[config.mk]
export PLATFORM = sky130hd
export DESIGN_NAME = hamming_tx_sched_flat
export DESIGN_NICKNAME = d
export VERILOG_FILES = /design/src/rtl/hamming_pkg.sv /design/src/rtl/hamming_tx_sched_if.sv /design/src/rtl/hamming_rr_arb2.sv /design/src/rtl/hamming_tx_sched.sv /design/src/flat_wrapper.sv
export SDC_FILE = /design/constraint.sdc
export NUM_CORES = 1
export LEC_CHECK = 0
export BUFFER_PORTS_ARGS = -buffer_cell sky130_fd_sc_hd__buf_2
export CORE_ASPECT_RATIO = 1.75
export CORE_MARGIN = 2
export CORE_UTILIZATION = 44
export DETAILED_ROUTE_END_ITERATION = 6
export PLACE_DENSITY = 0.86
export SLEW_MARGIN = 10
export SYNTH_ARGS = -nofsm -noshare
export SYNTH_HDL_FRONTEND = slang
export SYNTH_SLANG_ARGS = --single-unit
[constraint.sdc]
create_clock -name clk -period 1.6 [get_ports clk]
set_input_delay 0.32 -clock clk [delete_from_list [all_inputs] [get_ports clk]]
set_output_delay 0.32 -clock clk [all_outputs]
set_load 0.03 [all_outputs]
[src/rtl/hamming_pkg.sv]
// rtl/hamming_pkg.sv - shared widths and scheduler state encoding for the Hamming(12,8) TX path
package hamming_pkg;

    localparam int CW_W   = 12;
    localparam int DATA_W = 8;

    typedef logic [1:0] state_t;

    localparam state_t IDLE = 2'd0;
    localparam state_t ENC  = 2'd1;
    localparam state_t CAPT = 2'd2;
    localparam state_t OUT  = 2'd3;

endpackage

[src/rtl/hamming_tx_sched_if.sv]
// rtl/hamming_tx_sched_if.sv - requester, encoder and codeword signals of hamming_tx_sched
interface hamming_tx_sched_if #(
    parameter int CNT_W = 16
);
    import hamming_pkg::*;

    logic              req0_valid;
    logic              req1_valid;
    logic [DATA_W-1:0] req0_data;
    logic [DATA_W-1:0] req1_data;
    logic              req0_ready;
    logic              req1_ready;
    logic              enc_wren;
    logic [DATA_W-1:0] enc_data;
    logic [CW_W-1:0]   enc_hc;
    logic              cw_valid;
    logic [CW_W-1:0]   cw_data;
    logic              cw_src;
    logic              cw_ready;
    logic              busy;
    logic [CNT_W-1:0]  cnt0;
    logic [CNT_W-1:0]  cnt1;

    modport master (
        output req0_valid, req0_data, req1_valid, req1_data, enc_hc, cw_ready,
        input  req0_ready, req1_ready, enc_wren, enc_data, cw_valid, cw_data, cw_src,
               busy, cnt0, cnt1
    );

    modport slave (
        input  req0_valid, req0_data, req1_valid, req1_data, enc_hc, cw_ready,
        output req0_ready, req1_ready, enc_wren, enc_data, cw_valid, cw_data, cw_src,
               busy, cnt0, cnt1
    );

endinterface

[src/rtl/hamming_rr_arb2.sv]
// rtl/hamming_rr_arb2.sv - combinational two-way grant, round-robin or fixed priority
module hamming_rr_arb2 #(
    parameter bit RR_EN = 1'b1
) (
    input  logic [1:0] req_valid,
    input  logic       last_grant,
    output logic       any_valid,
    output logic       grant
);

    assign any_valid = |req_valid;

    // A tie goes to whoever was not granted last; without RR requester 0 always wins.
    always_comb begin
        grant = 1'b0;
        if (req_valid == 2'b10) begin
            grant = 1'b1;
        end else if (req_valid == 2'b11 && RR_EN) begin
            grant = ~last_grant;
        end
    end

endmodule

[src/rtl/hamming_tx_sched.sv]
// rtl/hamming_tx_sched.sv - schedules two byte sources through the registered Hamming(12,8) encoder
module hamming_tx_sched #(
    parameter bit RR_EN = 1'b1,
    parameter int CNT_W = 16
) (
    input  logic               clk,
    input  logic               rst_n,
    hamming_tx_sched_if.slave  bus
);
    import hamming_pkg::*;

    state_t            state_q;
    state_t            state_d;
    logic              last_grant_q;
    logic              src_q;
    logic              grant;
    logic              any_valid;
    logic              accept;
    logic              cw_fire;
    logic              enc_wren_q;
    logic [DATA_W-1:0] enc_data_q;
    logic              cw_valid_q;
    logic [CW_W-1:0]   cw_data_q;
    logic              cw_src_q;
    logic [CNT_W-1:0]  cnt0_q;
    logic [CNT_W-1:0]  cnt1_q;

    hamming_rr_arb2 #(.RR_EN(RR_EN)) u_arb (
        .req_valid  ({bus.req1_valid, bus.req0_valid}),
        .last_grant (last_grant_q),
        .any_valid  (any_valid),
        .grant      (grant)
    );

    assign accept  = (state_q == IDLE) && any_valid;
    assign cw_fire = (state_q == OUT) && cw_valid_q && bus.cw_ready;

    always_ff @(posedge clk or negedge rst_n) begin
        if (!rst_n) begin
            state_q <= IDLE;
        end else begin
            state_q <= state_d;
        end
    end

    always_comb begin
        state_d = state_q;
        case (state_q)
            IDLE:    if (any_valid) state_d = ENC;
            ENC:     state_d = CAPT;
            CAPT:    state_d = OUT;
            OUT:     if (cw_fire) state_d = IDLE;
            default: state_d = IDLE;
        endcase
    end

    always_comb begin
        bus.req0_ready = accept && !grant;
        bus.req1_ready = accept && grant;
        bus.busy       = (state_q != IDLE);
    end

    // The encoder only presents its codeword in the cycle after the write strobe, hence CAPT.
    always_ff @(posedge clk or negedge rst_n) begin
        if (!rst_n) begin
            last_grant_q <= 1'b1;
            src_q        <= 1'b0;
            enc_wren_q   <= 1'b0;
            enc_data_q   <= '0;
            cw_valid_q   <= 1'b0;
            cw_data_q    <= '0;
            cw_src_q     <= 1'b0;
            cnt0_q       <= '0;
            cnt1_q       <= '0;
        end else begin
            if (accept) begin
                enc_data_q   <= grant ? bus.req1_data : bus.req0_data;
                enc_wren_q   <= 1'b1;
                src_q        <= grant;
                last_grant_q <= grant;
            end else if (state_q == ENC) begin
                enc_wren_q <= 1'b0;
            end
            if (state_q == CAPT) begin
                cw_data_q  <= bus.enc_hc;
                cw_src_q   <= src_q;
                cw_valid_q <= 1'b1;
            end
            if (cw_fire) begin
                cw_valid_q <= 1'b0;
                if (cw_src_q) begin
                    cnt1_q <= cnt1_q + CNT_W'(1);
                end else begin
                    cnt0_q <= cnt0_q + CNT_W'(1);
                end
            end
        end
    end

    assign bus.enc_wren = enc_wren_q;
    assign bus.enc_data = enc_data_q;
    assign bus.cw_valid = cw_valid_q;
    assign bus.cw_data  = cw_data_q;
    assign bus.cw_src   = cw_src_q;
    assign bus.cnt0     = cnt0_q;
    assign bus.cnt1     = cnt1_q;

endmodule

[src/flat_wrapper.sv]
// flat-port wrapper written by rule: the top's interface ports become plain ports
module hamming_tx_sched_flat import hamming_pkg::*;
#(
    parameter bit RR_EN = 1'b1,
    parameter int CNT_W = 16
)
  (clk, rst_n, bus_req0_valid, bus_req0_data, bus_req1_valid, bus_req1_data, bus_enc_hc, bus_cw_ready, bus_req0_ready, bus_req1_ready, bus_enc_wren, bus_enc_data, bus_cw_valid, bus_cw_data, bus_cw_src, bus_busy, bus_cnt0, bus_cnt1);
  hamming_tx_sched_if #(.CNT_W(CNT_W)) bus_i ();
  input  logic clk;
  input  logic rst_n;
  input wire logic [$bits(bus_i.req0_valid)-1:0] bus_req0_valid;
  input wire logic [$bits(bus_i.req0_data)-1:0] bus_req0_data;
  input wire logic [$bits(bus_i.req1_valid)-1:0] bus_req1_valid;
  input wire logic [$bits(bus_i.req1_data)-1:0] bus_req1_data;
  input wire logic [$bits(bus_i.enc_hc)-1:0] bus_enc_hc;
  input wire logic [$bits(bus_i.cw_ready)-1:0] bus_cw_ready;
  output wire logic [$bits(bus_i.req0_ready)-1:0] bus_req0_ready;
  output wire logic [$bits(bus_i.req1_ready)-1:0] bus_req1_ready;
  output wire logic [$bits(bus_i.enc_wren)-1:0] bus_enc_wren;
  output wire logic [$bits(bus_i.enc_data)-1:0] bus_enc_data;
  output wire logic [$bits(bus_i.cw_valid)-1:0] bus_cw_valid;
  output wire logic [$bits(bus_i.cw_data)-1:0] bus_cw_data;
  output wire logic [$bits(bus_i.cw_src)-1:0] bus_cw_src;
  output wire logic [$bits(bus_i.busy)-1:0] bus_busy;
  output wire logic [$bits(bus_i.cnt0)-1:0] bus_cnt0;
  output wire logic [$bits(bus_i.cnt1)-1:0] bus_cnt1;
  assign bus_i.req0_valid = bus_req0_valid;
  assign bus_i.req0_data = bus_req0_data;
  assign bus_i.req1_valid = bus_req1_valid;
  assign bus_i.req1_data = bus_req1_data;
  assign bus_i.enc_hc = bus_enc_hc;
  assign bus_i.cw_ready = bus_cw_ready;
  assign bus_req0_ready = bus_i.req0_ready;
  assign bus_req1_ready = bus_i.req1_ready;
  assign bus_enc_wren = bus_i.enc_wren;
  assign bus_enc_data = bus_i.enc_data;
  assign bus_cw_valid = bus_i.cw_valid;
  assign bus_cw_data = bus_i.cw_data;
  assign bus_cw_src = bus_i.cw_src;
  assign bus_busy = bus_i.busy;
  assign bus_cnt0 = bus_i.cnt0;
  assign bus_cnt1 = bus_i.cnt1;
  hamming_tx_sched #(.RR_EN(RR_EN), .CNT_W(CNT_W)) u_core (.clk(clk), .rst_n(rst_n), .bus(bus_i));
endmodule
== After elaboration in Yosys (flattened, before gate mapping) ==
Index checks and enable logic that the tools add are counted.
Storage, ports and cells
  input port bits: 33
  bits in registers: 59
  output and inout port bits: 58
Cells by class
  eq/ne operators: 7
  bitwise logic cells: 2
  reduce and logical (&&, ||, !) cells: 14
  muxes and demuxes: 10
  $add $sub $neg: 2
Operator list (number)
  $add 16x1->16 const B: 2
  $eq 2x2->1 const B: 4
  $mux 8: 1
  $pmux 2 s4: 1
  $mux 1: 6
  $reduce_and 2->1: 3
  $reduce_bool 2->1: 3
  $logic_and 1x1->1: 5
  $mux 2: 2
  $ne 2x1->1 const B: 2
  $eq 2x1->1 const B: 1
  $logic_not 2->1: 1
  $not 1->1: 2
  $reduce_or 2->1: 1
  $logic_not 1->1: 1

== Longest topological paths before layout ==
  word-level depth: 5
  depth in mapped cells: 7

== Hierarchy ==
From an unflattened synthesis, not the netlist that was laid out.
Unflattened totals
  cell total of the unflattened synthesis: 222
  area total of the unflattened synthesis: 2593.7 sq um
By module, submodules not included
  hamming_tx_sched: area an instance 2580.0 sq um, cells an instance 220, times used 1, sequential area each 1477.7 sq um
  hamming_rr_arb2: area an instance 13.8 sq um, cells an instance 2, times used 1, sequential area each 0.0 sq um

== Worst setup path after synthesis ==
Ideal clock, no wire load.
  path type: reg-to-reg
  from: register u_core.state_q[0]
  to: register u_core.enc_data_q[0] (netlist: u_core.bus.enc_data[0])
  stages on the path, launching flop included: 7
  setup time: 0.068 ns
  path slack: -0.304 ns
  arrival time: 1.836 ns
  clock period less this slack: 1.904 ns
  data required time: 1.532 ns
  path through: dfrtp_1 inv_1 ha_1 nand2_1 a21oi_1 a222oi_1 inv_1
Between the ends
  cells in the longest elaborated chain, start to end: 2
RTL lines
  start: declaration: RTL line hamming_tx_sched.sv:12  | state_t state_q;
  start signal: assignment: RTL line hamming_tx_sched.sv:42  | state_q <= state_d;
  $logic_not 2->1: RTL line hamming_tx_sched.sv:35  | assign accept = (state_q == IDLE) && any_valid;
  $logic_and 1x1->1: RTL line hamming_tx_sched.sv:35
  end signal: assignment: RTL line hamming_tx_sched.sv:77  | enc_data_q <= grant ? bus.req1_data : bus.req0_data;
  end: declaration: RTL line hamming_tx_sched.sv:21  | logic [DATA_W-1:0] enc_data_q;
Every way passes these cells.
A chain may end at the register's enable or synchronous reset.

== Worst setup path after layout ==
  from: register u_core.state_q[0]
  to: output bus_req1_ready
Between the ends
  cells in the longest elaborated chain, start to end: 3
RTL lines
  $logic_not 2->1: RTL line hamming_tx_sched.sv:35
  $logic_and 1x1->1: RTL line hamming_tx_sched.sv:35
  $logic_and 1x1->1: RTL line hamming_tx_sched.sv:59  | bus.req1_ready = accept && grant;
  end: declaration: RTL line flat_wrapper.sv:18  | output wire logic [$bits(bus_i.req1_ready)-1:0] bus_req1_ready;
Every way passes these cells.

==> results.sh <==
export IMPL_synth_cell_area_um2=2550
export IMPL_finalHoldViolCount=0
export IMPL_root_buffer="clkbuf_8"
export IMPL_drc_errors=0
export IMPL_p_sw_w=0.00249
export IMPL_grt_pass1_vias=2131
export IMPL_initialDrtViolationCount=106
export IMPL_seq_power_share=0.358
export IMPL_antenna_found_initial=0
export IMPL_synthCells=214
export IMPL_cp_required_ps=1280
export IMPL_crit_start="u_core.state_q[0]"
export IMPL_routed_wl_mm=5.76
export IMPL_fin_crit_sh=1.04
export IMPL_area_growth_pct=40.8
export IMPL_die_w_um=61.5
export IMPL_drv_slew=0
export IMPL_status="finished with violations"
export IMPL_r2r_start="u_core.state_q[1]"
export IMPL_cap_viol_max_count=0
export IMPL_worst_ir_drop_vdd_mv=1.03
export IMPL_regToRegSetupSlack_ps=-50
export IMPL_synth_warnings=0
export IMPL_maxSlewHeadroom=0.791
export IMPL_cp_top_family="flip-flops"
export IMPL_reg2reg_to="u_core.bus.cnt1[15]"
export IMPL_p_int_w=0.00383
export IMPL_slowest_delay_ps=410
export IMPL_grt_max_degree=60
export IMPL_portBuffers=90
export IMPL_p_total_w=0.00632
export IMPL_path_buf_inv=2
export IMPL_fmax_ghz=0.599
export IMPL_synth_ff_latch_count=59
export IMPL_cts_sinks=59
export IMPL_dpl_hpwl_mm=4.04
export IMPL_fp_dieArea_um2=6440
export IMPL_h_tree_depth=3
export IMPL_swShare=0.394
export IMPL_rsz0062_at_grt="yes"
export IMPL_initial_core_util=0.457
export IMPL_final_common_cell="buf_2"
export IMPL_path_clk_slew_ps=60
export IMPL_powerDensity_nw_per_um2=1760
export IMPL_setup_viol=4
export IMPL_worst_setup_path_type="reg2out"
export IMPL_gr_total_overflow=0
export IMPL_endpoint="bus_req1_ready"
export IMPL_leakagePower_nw=1.88
export IMPL_final_cell_mix="87 x buf_2, 55 x dfrtp_1, 19 x xnor2_1, 18 x buf_4, 17 x inv_1"
export IMPL_whs_ps=207
export IMPL_critical_path_depth=5
export IMPL_chipHeight_um=105
export IMPL_ant_nets=0
export IMPL_dr_pass1_iters=6
export IMPL_synth_seq_area_share=0.579
export IMPL_routed_via_density=5.03
export IMPL_worstPathArrival_ps=1350
export IMPL_nets=371
export IMPL_min_path_type="in2reg"
export IMPL_ff2ff_path_depth=6
export IMPL_rows=36
export IMPL_yosysUniqueCellTypes=30
export IMPL_synth_edf_count=0
export IMPL_ctsLongestPathBuffers=2
export IMPL_synth_flop_cell="dfrtp_1"
export IMPL_core_area_um2=5590
export IMPL_cp_start_kind="flip-flop"
export IMPL_wl_per_cell_um=14.0
export IMPL_synthArstFlopShare=1.00
export IMPL_crit_chain="inv_2 > ha_4 > nand2_2 > a21oi_4 > buf_6"
export IMPL_final_util=0.643
export IMPL_critPathMaxFanout=4
export IMPL_timing_final_ws_setup_ps=-70.4
export IMPL_grt_usage=0.196
export IMPL_violations="setup timing"
export IMPL_finalNonFillerCells=412
export IMPL_worstMarginPinSlew_ps=313
export IMPL_vias=2071
export IMPL_antennaDiodeCount=0
export IMPL_syn_area_per_cell_um2=11.9
export IMPL_cts_made_buffers=9
export IMPL_clock_latency_ps=340
export IMPL_worst_clock_skew_ps=11.0
export IMPL_drive_gt1_frac=0.479
export IMPL_slowest_stage="dfrtp_1"
export IMPL_ioPinCount=91
export IMPL_gp_congestion=0.804
export IMPL_syn_nets=254
export IMPL_cts_tree="yes"
export IMPL_grt_first_pass_wirelength_mm=9.54
export IMPL_clockPowerShare=0.213
export IMPL_fin_crit_ps=1670
export IMPL_cp_end_kind="output pin"
export IMPL_dp_cells=390
export IMPL_fillers=471
export IMPL_power_frac_comb=0.429
==> Yosys cell counts, drive strengths merged, types with 2 or more instances <==
cell,instances,share of area
a21o,2,0.0059
and2,2,0.0049
a21oi,2,0.0039
xor2,11,0.038
clkbuf,5,0.0074
ha,7,0.034
nor4,2,0.0074
inv,20,0.029
a222oi,8,0.031
and3,5,0.012
xnor2,19,0.065
nor3,2,0.0039
nand4,4,0.016
nand3,14,0.027
and4,2,0.0069
o21ai,5,0.0098
dfrtp,58,0.57
mux2,14,0.062
nor2,10,0.015
nand2,15,0.022
==> registers in the layout, indices dropped and copies added (netlist names) <==
| register | flops |
|---|---|
| u_core.bus.cnt1 | 16 |
| u_core.bus.enc_wren | 1 |
| u_core.bus.cnt0 | 16 |
| u_core.last_grant_q | 1 |
| u_core.bus.cw_valid | 1 |
| u_core.bus.cw_src | 1 |
| u_core.state_q | 2 |
| u_core.bus.cw_data | 12 |
| u_core.src_q | 1 |
| u_core.bus.enc_data | 8 |
==> final cells by class <==
class | instances | area [µm²] | area share
Sequential cell | 59 | 1480 | 0.413
Multi-Input combinational cell | 129 | 1070 | 0.299
Timing Repair Buffer | 112 | 666 | 0.185
Clock buffer | 14 | 163 | 0.0453
Tap cell | 76 | 95.1 | 0.0265
Inverter | 20 | 75.1 | 0.0209
Clock inverter | 2 | 35.0 | 0.00976
==> kinds of logic after synthesis <==
family,share of synthesized area
buffers and inverters,0.0388
AND/OR/NAND/NOR,0.126
multiplexers,0.0618
XOR/XNOR,0.103
flip-flops,0.579
adder cells (fa/ha/maj),0.0343
AO/OA/AOI/OAI,0.0564
==> metrics by stage <==
step           setup slack, ps  TNS, ps  area [µm²]
6_report                 -70.4     -194        3590
5_1_grt                   -138     -730        3590
4_1_cts                  -62.6     -144        3540
3_5_place_dp             -26.2    -43.6        3240
3_3_place_gp              54.2        0        3240
2_1_floorplan            0.243        0        2580
==> worst register-to-register path, delay by kind of cell, from the launching register on <==
family                     cells  cell delay (ps)
and+or+nand+nor                3              730
DFF                            1              370
xor gates and xnor gates       1              170
adders and majority gates      1              160
buffers and inverters          1              140
==> worst min-delay path by stage <==
stage	start	endpoint	slack, ps	cells past startpoint
final	bus_req1_data[7]	u_core.bus.enc_data[7]	210	3
after floorplan	rst_n	u_core.bus.cnt0[0]	20	0
after CTS	bus_req1_data[7]	u_core.bus.enc_data[7]	190	3
after global placement	rst_n	u_core.bus.cnt0[8]	350	2
after global routing	bus_req1_data[1]	u_core.bus.enc_data[1]	200	3
after detailed placement	rst_n	u_core.bus.cnt0[8]	350	2
==> power groups by stage <==
stage                     clock [W]  sequential (W)  combinational [W]
after floorplan                   0         0.00295           0.000902
after global placement            0         0.00223            0.00240
after detailed placement          0         0.00226            0.00248
after CTS                   0.00138         0.00224            0.00271
after global routing        0.00146         0.00231            0.00293
final                       0.00135         0.00226            0.00271
==> metal layers <==
metal	track usage	up-vias	wire [µm]
met1	0.217	1023	2150
met5	0	-	0
met3	0.0582	13	280
met4	0.0897	0	118
met2	0.329	64	3210
li1	-	971	-
==> timing repair <==
action                                 CTS  global route
setup buffers                            5             1
gates cloned                             0             0
endpoints found under the hold margin   58             0
setup endpoints to repair                7            29
pin swaps                                3             5
hold buffers                             1             0
resized for setup                       19            11
Power figures use the tool's default switching activity.
